File: src/rtl/fpu_multiplier_param.sv
// Parametrised-format IEEE-754 multiplier with strobe/ack operand handshakes,
// selectable rounding mode, flush-to-zero inputs and {NV,OF,UF,NX} flags.
module fpu_multiplier_param #(
  parameter  int EXP_W = 8,
  parameter  int MAN_W = 23,
  localparam int W     = 1 + EXP_W + MAN_W
) (
  input  logic         clk,
  input  logic         rst,
  input  logic [W-1:0] input_a,
  input  logic         input_a_stb,
  output logic         input_a_ack,
  input  logic [1:0]   input_rm,
  input  logic [W-1:0] input_b,
  input  logic         input_b_stb,
  output logic         input_b_ack,
  output logic [W-1:0] output_z,
  output logic         output_z_stb,
  input  logic         output_z_ack,
  output logic [3:0]   output_flags
);

  localparam int PW   = 2 * MAN_W + 2;
  localparam int EW   = EXP_W + 2;
  localparam int BIAS = (1 << (EXP_W - 1)) - 1;
  localparam int EMAX = (1 << EXP_W) - 1;
  localparam logic signed [EW-1:0] EMAX_S = EW'(EMAX);
  localparam logic [W-1:0] QNAN = {1'b0, {EXP_W{1'b1}}, 1'b1, {(MAN_W-1){1'b0}}};

  typedef enum logic [2:0] {GET_A, GET_B, UNPACK, SPECIAL, MULT, NORM, ROUND, PUT_Z} state_t;

  state_t                 state_q, state_d;
  logic [W-1:0]           a_q, a_d, b_q, b_d, z_q, z_d;
  logic [1:0]             rm_q, rm_d;
  logic                   a_ack_q, a_ack_d, b_ack_q, b_ack_d, z_stb_q, z_stb_d;
  logic [3:0]             flags_q, flags_d;
  logic                   s_q, s_d;
  logic signed [EW-1:0]   exp_q, exp_d;
  logic [MAN_W:0]         ma_q, ma_d, mb_q, mb_d;
  logic [PW-1:0]          prod_q, prod_d;
  logic [MAN_W-1:0]       frac_q, frac_d;
  logic                   g_q, g_d, st_q, st_d;

  logic [EXP_W-1:0]       ea, eb;
  logic                   a_nan, b_nan, a_snan, b_snan, a_inf, b_inf, a_zero, b_zero;
  logic                   rnd_inc;
  logic [MAN_W:0]         rnd_sum;
  logic signed [EW-1:0]   exp_rnd;
  logic [W-1:0]           inf_z, max_z;

  assign ea     = a_q[W-2 -: EXP_W];
  assign eb     = b_q[W-2 -: EXP_W];
  assign a_nan  = (&ea) && (|a_q[MAN_W-1:0]);
  assign b_nan  = (&eb) && (|b_q[MAN_W-1:0]);
  assign a_snan = a_nan && !a_q[MAN_W-1];
  assign b_snan = b_nan && !b_q[MAN_W-1];
  assign a_inf  = (&ea) && !(|a_q[MAN_W-1:0]);
  assign b_inf  = (&eb) && !(|b_q[MAN_W-1:0]);
  // Subnormals are flushed: a zero exponent field is treated as zero.
  assign a_zero = ~|ea;
  assign b_zero = ~|eb;
  assign inf_z  = {s_q, {EXP_W{1'b1}}, {MAN_W{1'b0}}};
  assign max_z  = {s_q, {(EXP_W-1){1'b1}}, 1'b0, {MAN_W{1'b1}}};

  always_comb begin
    state_d = state_q;
    a_d     = a_q;
    b_d     = b_q;
    rm_d    = rm_q;
    z_d     = z_q;
    flags_d = flags_q;
    s_d     = s_q;
    exp_d   = exp_q;
    ma_d    = ma_q;
    mb_d    = mb_q;
    prod_d  = prod_q;
    frac_d  = frac_q;
    g_d     = g_q;
    st_d    = st_q;
    rnd_inc = 1'b0;
    rnd_sum = '0;
    exp_rnd = '0;
    case (state_q)
      GET_A: if (input_a_stb && a_ack_q) begin
        a_d     = input_a;
        rm_d    = input_rm;
        flags_d = '0;
        state_d = GET_B;
      end
      GET_B: if (input_b_stb && b_ack_q) begin
        b_d     = input_b;
        state_d = UNPACK;
      end
      UNPACK: begin
        s_d     = a_q[W-1] ^ b_q[W-1];
        exp_d   = EW'(ea) + EW'(eb) - EW'(BIAS);
        ma_d    = {1'b1, a_q[MAN_W-1:0]};
        mb_d    = {1'b1, b_q[MAN_W-1:0]};
        state_d = SPECIAL;
      end
      SPECIAL: begin
        state_d = PUT_Z;
        if (a_nan || b_nan) begin
          z_d     = QNAN;
          flags_d = {a_snan || b_snan, 3'b000};
        end else if ((a_inf && b_zero) || (b_inf && a_zero)) begin
          z_d     = QNAN;
          flags_d = 4'b1000;
        end else if (a_inf || b_inf) begin
          z_d     = inf_z;
        end else if (a_zero || b_zero) begin
          z_d     = {s_q, {(W-1){1'b0}}};
        end else begin
          state_d = MULT;
        end
      end
      MULT: begin
        prod_d  = PW'(ma_q) * PW'(mb_q);
        state_d = NORM;
      end
      NORM: begin
        // Product of two 1.f values lies in [1,4): at most one right shift.
        if (prod_q[PW-1]) begin
          frac_d = prod_q[PW-2 -: MAN_W];
          g_d    = prod_q[MAN_W];
          st_d   = |prod_q[MAN_W-1:0];
          exp_d  = exp_q + EW'(1);
        end else begin
          frac_d = prod_q[PW-3 -: MAN_W];
          g_d    = prod_q[MAN_W-1];
          st_d   = |prod_q[MAN_W-2:0];
        end
        state_d = ROUND;
      end
      ROUND: begin
        unique case (rm_q)
          2'b00: rnd_inc = g_q && (st_q || frac_q[0]);
          2'b01: rnd_inc = 1'b0;
          2'b10: rnd_inc = (g_q || st_q) && !s_q;
          2'b11: rnd_inc = (g_q || st_q) && s_q;
        endcase
        // Hidden bit is always 1, so a carry out of the fraction is the mantissa carry.
        rnd_sum = {1'b0, frac_q} + (MAN_W+1)'(rnd_inc);
        exp_rnd = exp_q + EW'(rnd_sum[MAN_W]);
        if (exp_rnd >= EMAX_S) begin
          flags_d = 4'b0101;
          unique case (rm_q)
            2'b00: z_d = inf_z;
            2'b01: z_d = max_z;
            2'b10: z_d = s_q ? max_z : inf_z;
            2'b11: z_d = s_q ? inf_z : max_z;
          endcase
        end else if (exp_rnd[EW-1] || ~|exp_rnd) begin
          z_d     = {s_q, {(W-1){1'b0}}};
          flags_d = 4'b0011;
        end else begin
          z_d     = {s_q, exp_rnd[EXP_W-1:0], rnd_sum[MAN_W-1:0]};
          flags_d = {3'b000, g_q || st_q};
        end
        state_d = PUT_Z;
      end
      PUT_Z: if (output_z_ack) state_d = GET_A;
      default: state_d = GET_A;
    endcase
    a_ack_d = (state_d == GET_A);
    b_ack_d = (state_d == GET_B);
    z_stb_d = (state_d == PUT_Z);
  end

  always_ff @(posedge clk or negedge rst) begin
    if (!rst) begin
      state_q <= GET_A;
      a_q     <= '0;
      b_q     <= '0;
      rm_q    <= '0;
      z_q     <= '0;
      flags_q <= '0;
      a_ack_q <= 1'b0;
      b_ack_q <= 1'b0;
      z_stb_q <= 1'b0;
      s_q     <= 1'b0;
      exp_q   <= '0;
      ma_q    <= '0;
      mb_q    <= '0;
      prod_q  <= '0;
      frac_q  <= '0;
      g_q     <= 1'b0;
      st_q    <= 1'b0;
    end else begin
      state_q <= state_d;
      a_q     <= a_d;
      b_q     <= b_d;
      rm_q    <= rm_d;
      z_q     <= z_d;
      flags_q <= flags_d;
      a_ack_q <= a_ack_d;
      b_ack_q <= b_ack_d;
      z_stb_q <= z_stb_d;
      s_q     <= s_d;
      exp_q   <= exp_d;
      ma_q    <= ma_d;
      mb_q    <= mb_d;
      prod_q  <= prod_d;
      frac_q  <= frac_d;
      g_q     <= g_d;
      st_q    <= st_d;
    end
  end

  assign input_a_ack  = a_ack_q;
  assign input_b_ack  = b_ack_q;
  assign output_z     = z_q;
  assign output_z_stb = z_stb_q;
  assign output_flags = flags_q;

endmodule

File: config.mk
export PLATFORM = sky130hd
export DESIGN_NAME = fpu_multiplier_param
export DESIGN_NICKNAME = d
export VERILOG_FILES = /design/src/rtl/fpu_multiplier_param.sv
export SDC_FILE = /design/constraint.sdc
export NUM_CORES = 2
export LEC_CHECK = 0
export CORE_AREA = 2 2 350 352
export CTS_BUF_LIST = sky130_fd_sc_hd__clkbuf_4 sky130_fd_sc_hd__clkbuf_8 sky130_fd_sc_hd__clkbuf_16
export DETAILED_ROUTE_END_ITERATION = 8
export DIE_AREA = 0 0 352 354
export PLACE_DENSITY = 0.47
export REMOVE_ABC_BUFFERS = 1
export SLEW_MARGIN = 30
export SYNTH_ARGS = -nofsm -noshare
export SYNTH_HDL_FRONTEND = slang
export SYNTH_SLANG_ARGS = --single-unit
export TNS_END_PERCENT = 10
File: constraint.sdc
create_clock -name clk -period 7.6 [get_ports clk]
set_clock_uncertainty 0.05 [all_clocks]
set_input_delay 1.9 -clock clk [delete_from_list [all_inputs] [get_ports clk]]
set_output_delay 1.9 -clock clk [all_outputs]
set_load 0.01 [all_outputs]
---- Word-level counts from Yosys, hierarchy flattened ----
Cells that the tools add are included.
Widths: inputs -> output; s select.
operators by class
  $add $sub $neg .......................... 5
  multiply operators ...................... 1
  $lt $le $gt $ge ......................... 1
  equality and inequality tests ........... 16
  mux-type cells .......................... 31
  bitwise operators ....................... 1
  reductions and logical operators ........ 49
operators by type and width
  operator               count
  $mux 32                7
  $pmux 32 s4            1
  $reduce_or 23->1       3
  $pmux 32 s2            1
  $mul 24x24->48         1
  $mux 31                1
  $add 23x1->24          1
  $pmux 3 s8             1
  $mux 23                1
  $reduce_or 22->1       1
  $pmux 10 s2            1
  $reduce_and 8->1       2
  $reduce_or 8->1        2
  $eq 3x3->1 const B     5
  $logic_and 1x1->1      13
  $mux 3                 4
  $mux 4                 3
  $pmux 4 s3             1
  $add 10x1->10          1
  $add 10x2->10 const B  1
  $ge 10x9->1 const B    1
  $mux 10                1
  $mux 2                 5
  $reduce_or 10->1       1
  other kinds (20)       45
storage, ports and cells
  register bits after elaboration ......... 240
  input port bits ......................... 71
  output and inout bits ................... 39
  logic and storage cells ................. 121

---- Depth between registers and ports, before layout ----
  depth in word-level cells ............... 12
  mapped depth ............................ 26
  mapped depth without buffers ............ 24

---- Worst setup path before layout ----
OpenSTA, ideal clock, no wires.
  kind .................................... register -> register
  from .................................... register ma_q[23]
  to ...................................... register prod_q[34]
  library setup time ...................... 0.129 ns
  arrival ................................. 6.356 ns
  data required time ...................... 7.421 ns
  slack ................................... 1.065 ns
  stages on the path, launching flop included .. 25
  buffers on the path ..................... 3
  period minus slack after synthesis ...... 6.535 ns
  cell sequence ........................... dfrtp_1 > clkbuf_1 > clkbuf_1 > and2_1 > fa_1 > fa_1 > inv_1 > fa_1 > fa_1 > inv_1 > fa_1 > fa_1 > inv_1 > fa_1 > inv_1 > ha_1 > clkbuf_1 > and2_1 > and3_1 > a221oi_1 > o21ai_1 > a41o_1 > a21oi_1 > xor2_1 > o21ai_1
on the way
  word-level cells in the longest chain between the ends .. 1
RTL lines
  item                      line  source
  start: declaration        39    logic [MAN_W:0] ma_q, ma_d, mb_q, mb_d;
  start signal: assignment  201   ma_q <= ma_d;
  $mul 24x24->48            118   prod_d = PW'(ma_q) * PW'(mb_q);
  end signal: assignment    203   prod_q <= prod_d;
  end: declaration          40    logic [PW-1:0] prod_q, prod_d;
No other way between the ends.
A chain may end at the register's enable or synchronous reset.

---- Worst setup path in the final report ----
  from .................................... register mb_q[12]
  to ...................................... register prod_q[44]
on the way
  word-level cells in the longest chain between the ends .. 1
RTL lines
  item                      line  source
  start: declaration        39
  start signal: assignment  202   mb_q <= mb_d;
  $mul 24x24->48            118
No other way between the ends.

==> flow_metrics.py <==
metrics = {
    "run_status": {
        "status": "completed",
    },
    "timing": {
        "maxSlewHeadroom": 0.329,
        "tightestPinTransition_ns": 1.00,
        "hold_violations": 0,
        "layout_worst_path_cycle_share": 0.953,
        "setup_viol": 0,
        "worst_hold_slack_ns": 0.424,
        "min_period_ns": 7.25,
        "setup_tns_ns": 0,
        "max_freq_mhz": 138,
        "drv_slew": 0,
        "rsz0062_at_grt": "no",
    },
    "critical_path": {
        "arrival_ns": 7.70,
        "path_delay_family": "adder cells",
        "r2r-end": "prod_q[44]$_DFFE_PN0P_",
        "required_ns": 8.05,
        "crit_cells": 23,
        "path_max_fanout": 16,
        "path_buf_inv": 6,
        "worstSetupPathType": "reg -> reg",
        "crit_path_top_delay_cell": "dfrtp_1",
        "r2r_slack_ns": 0.35,
        "reg2reg_depth": 23,
        "cp-end-kind": "flip-flop",
        "cp-start-kind": "flip-flop",
        "cp_cell_sequence": "buf_12, and2_1, fa_1, inv_1, fa_1, inv_1, fa_1, fa_1, fa_1, fa_1, inv_1, fa_1, inv_1, ha_1, a21o_1, o21bai_1, a221oi_1, o22ai_1, buf_4, o211ai_1, a21oi_1, o21a_1, o31ai_1",
        "critPathMostFrequentCell": "fa_1",
        "r2r_start": "mb_q[12]$_DFFE_PN0P_",
        "slowest_delay_ns": 0.62,
    },
    "place": {
        "gp_congestion": 0.858,
        "portBuffers": 109,
        "hpwl_um": 70800,
        "dpl_cell_area_mm2": 0.0334,
        "dp.cells": 4897,
    },
    "clock_tree": {
        "root_buffer": "clkbuf_16",
        "cts_tree": "yes",
        "cts_buffers": 28,
        "max-clock-path-buffers": 3,
        "clkTransAtPathRegs_ns": 0.06,
        "post_cts_buffers": 0,
        "cts.sinks": 239,
        "clock_latency_ns": 0.60,
        "htreeDepth": 1,
    },
    "detailed_routing": {
        "routed-via-count": 21600,
        "wl_per_cell_um": 18.0,
        "drt-pass1-iter-count": 5,
        "drt_wl_total_um": 89100,
        "antenna_left": 0,
        "drtIter0Drc": 1284,
        "drc": 0,
        "via_per_inst": 4.36,
    },
    "min_path": {
        "whs_path_depth": 2,
        "hold_path_class": "reg -> reg",
        "hp-start": "prod_q[10]$_DFFE_PN0P_",
        "worstHoldEndpoint": "prod_q[10]$_DFFE_PN0P_",
    },
    "synthesis": {
        "synthFlopType": "dfrtp_1",
        "synth.distinct_cells": 78,
        "async_flop_share": 1.00,
        "synth-simple-area-share": 0.175,
        "yosys_warnings": 0,
        "synth-xor-area-share": 0.0211,
        "yosys.area.top_type_share": 0.323,
        "syn_area_per_cell_um2": 9.30,
        "synthMuxAreaShare": 0.0380,
        "synth_seq_area_share": 0.200,
        "syn_inst": 3221,
        "synth_top_area_cell": "fa_1",
        "synth_top_family_by_area": "adder cells",
        "synth_seq_cells": 239,
        "synth-compound-area-share": 0.0684,
        "syn_area_mm2": 0.0299,
        "synth_fa_ha_area_frac": 0.404,
        "synth_area_leaders": "fa_1 (32%), dfrtp_1 (20%), ha_1 (8.1%)",
        "synth_edf_count": 0,
    },
    "die": {
        "dieArea_mm2": 0.125,
        "num_io_pins": 110,
        "start_util": 0.248,
        "die_x_um": 352,
        "coreArea_mm2": 0.121,
        "die_h_um": 354,
        "rows": 128,
    },
    "flow_run": {
        "cap_violations": 0,
    },
    "cells_and_area": {
        "drive_gt1_frac": 0.0843,
        "fin_area_mm2": 0.0344,
        "layoutNonFillerInstCount": 4948,
        "areaGrowthSynthToFinish_pct": 14.8,
        "fillCellCount": 12900,
        "regArea_mm2": 0.00599,
        "multi_input_area_mm2": 0.0212,
        "final_net_count": 4050,
    },
    "power_and_ir_drop": {
        "cellPowerDensity_mw_per_mm2": 264,
        "finalPower_mw": 9.07,
        "p_leak_nw": 16.5,
        "vdd_drop_max_mv": 0.177,
    },
    "global_routing": {
        "grt_pass1_wl_um": 140000,
        "grt_antenna_before_repair": 4,
        "grt_max_degree": 113,
        "grtUsageTotal": 0.144,
        "grt_pass1_vias": 23000,
        "overflow": 0,
    },
}
[layout make-up]
cell class	instances	share of cell area
Multi-Input combinational cell	2248	0.617
Inverter	570	0.0623
Timing Repair Buffer	215	0.0592
Clock inverter	13	0.00462
Antenna cell	1	0.0000728
Sequential cell	239	0.174
Clock buffer	37	0.0234
Tap cell	1625	0.0592
[logic make-up after synthesis]
logic type,after synthesis
AND/OR/NAND/NOR,1075
XOR/XNOR,72
AO/OA/AOI/OAI,320
multiplexers,104
adder cells (fa/ha/maj),677
buffers and inverters,734
flip-flops,239
[worst max-delay path by stage]
stage,startpoint,to
after CTS,mb_q[0]$_DFFE_PN0P_,prod_q[44]$_DFFE_PN0P_
after floorplan,ma_q[23]$_DFFE_PN0P_,prod_q[34]$_DFFE_PN0P_
after global placement,mb_q[0]$_DFFE_PN0P_,prod_q[44]$_DFFE_PN0P_
after detailed placement,mb_q[0]$_DFFE_PN0P_,prod_q[44]$_DFFE_PN0P_
after global routing,ma_q[10]$_DFFE_PN0P_,prod_q[44]$_DFFE_PN0P_
final,mb_q[12]$_DFFE_PN0P_,prod_q[44]$_DFFE_PN0P_
[flip-flops by register name, summed over array words and instances (netlist names)]
signal / count
st_q: 1
a_q: 32
mb_q: 23
prod_q: 48
b_q: 32
input_b_ack: 1
state_q: 3
rm_q: 2
input_a_ack: 1
s_q: 1
ma_q: 24
output_z: 32
output_z_stb: 1
output_flags: 4
frac_q: 23
g_q: 1
exp_q: 10
[cell usage after synthesis, types with 25 or more instances]
cell and number:
and2_1 315, nand3_1 35, mux2i_1 26, fa_1 483
nor3_1 25, a21oi_1 82, ha_1 194, dfrtp_1 239
nand2_1 522, a22o_1 25, inv_1 569, clkbuf_1 134
xor2_1 34, nor2_1 72, o21ai_0 97, xnor2_1 38
mux2_2 78
[stage by stage]
stage	util	worst slack, ns
floorplan	-	0.909
global route	0.284	0.0263
detailed placement	0.276	0.147
global placement	0.276	0.292
CTS	0.284	0.108
finish	0.284	0.354
[where the power goes]
part,total [mW],switching [mW],internal (mW)
Sequential,2.48,0.778,1.71
Combinational,5.15,3.09,2.06
Clock,1.43,0.611,0.820
[placed cells by master, fill, tap and decap left out, types with 8 or more instances in the layout]
cell type and instances:
nor2_1 72, xor2_1 34, nand3_1 34, or2_2 9, fa_1 483, o211ai_1 9
ha_1 194, clkdlybuf4s50_1 108, nor4_1 21, and2_1 315, xnor2_1 38, buf_12 11
nor3_1 23, mux2i_1 26, nand2_1 522, clkbuf_16 28, nand4_1 18, o21ai_0 97
o21bai_1 10, a22o_1 25, buf_4 94, and3_1 12, a21o_1 22, inv_1 569
dfrtp_1 234, o21ai_1 8, mux2_2 78, a21oi_1 82
[repair_timing]
| item | CTS | global route |
|---|---|---|
| hold buffers | 0 | 0 |
| endpoints found under the setup margin | 0 | 9 |
| resized for setup | 0 | 6 |
[worst min-delay path: cells and delay by family (launching register included)]
family | cells | cell delay, ns
DFF | 1 | 0.33
AOI/OAI and AO/OA | 1 | 0.06
and+or+nand+nor | 1 | 0.04
[routing by layer]
layer | wire (µm) | global-route usage | share of wire
met4 | 1820 | 0.0274 | 0.020
met3 | 4250 | 0.0225 | 0.048
met5 | 0 | 0 | 0
met2 | 38800 | 0.221 | 0.44
met1 | 44200 | 0.214 | 0.50
Note: power is estimated with default switching activity, not from simulation.
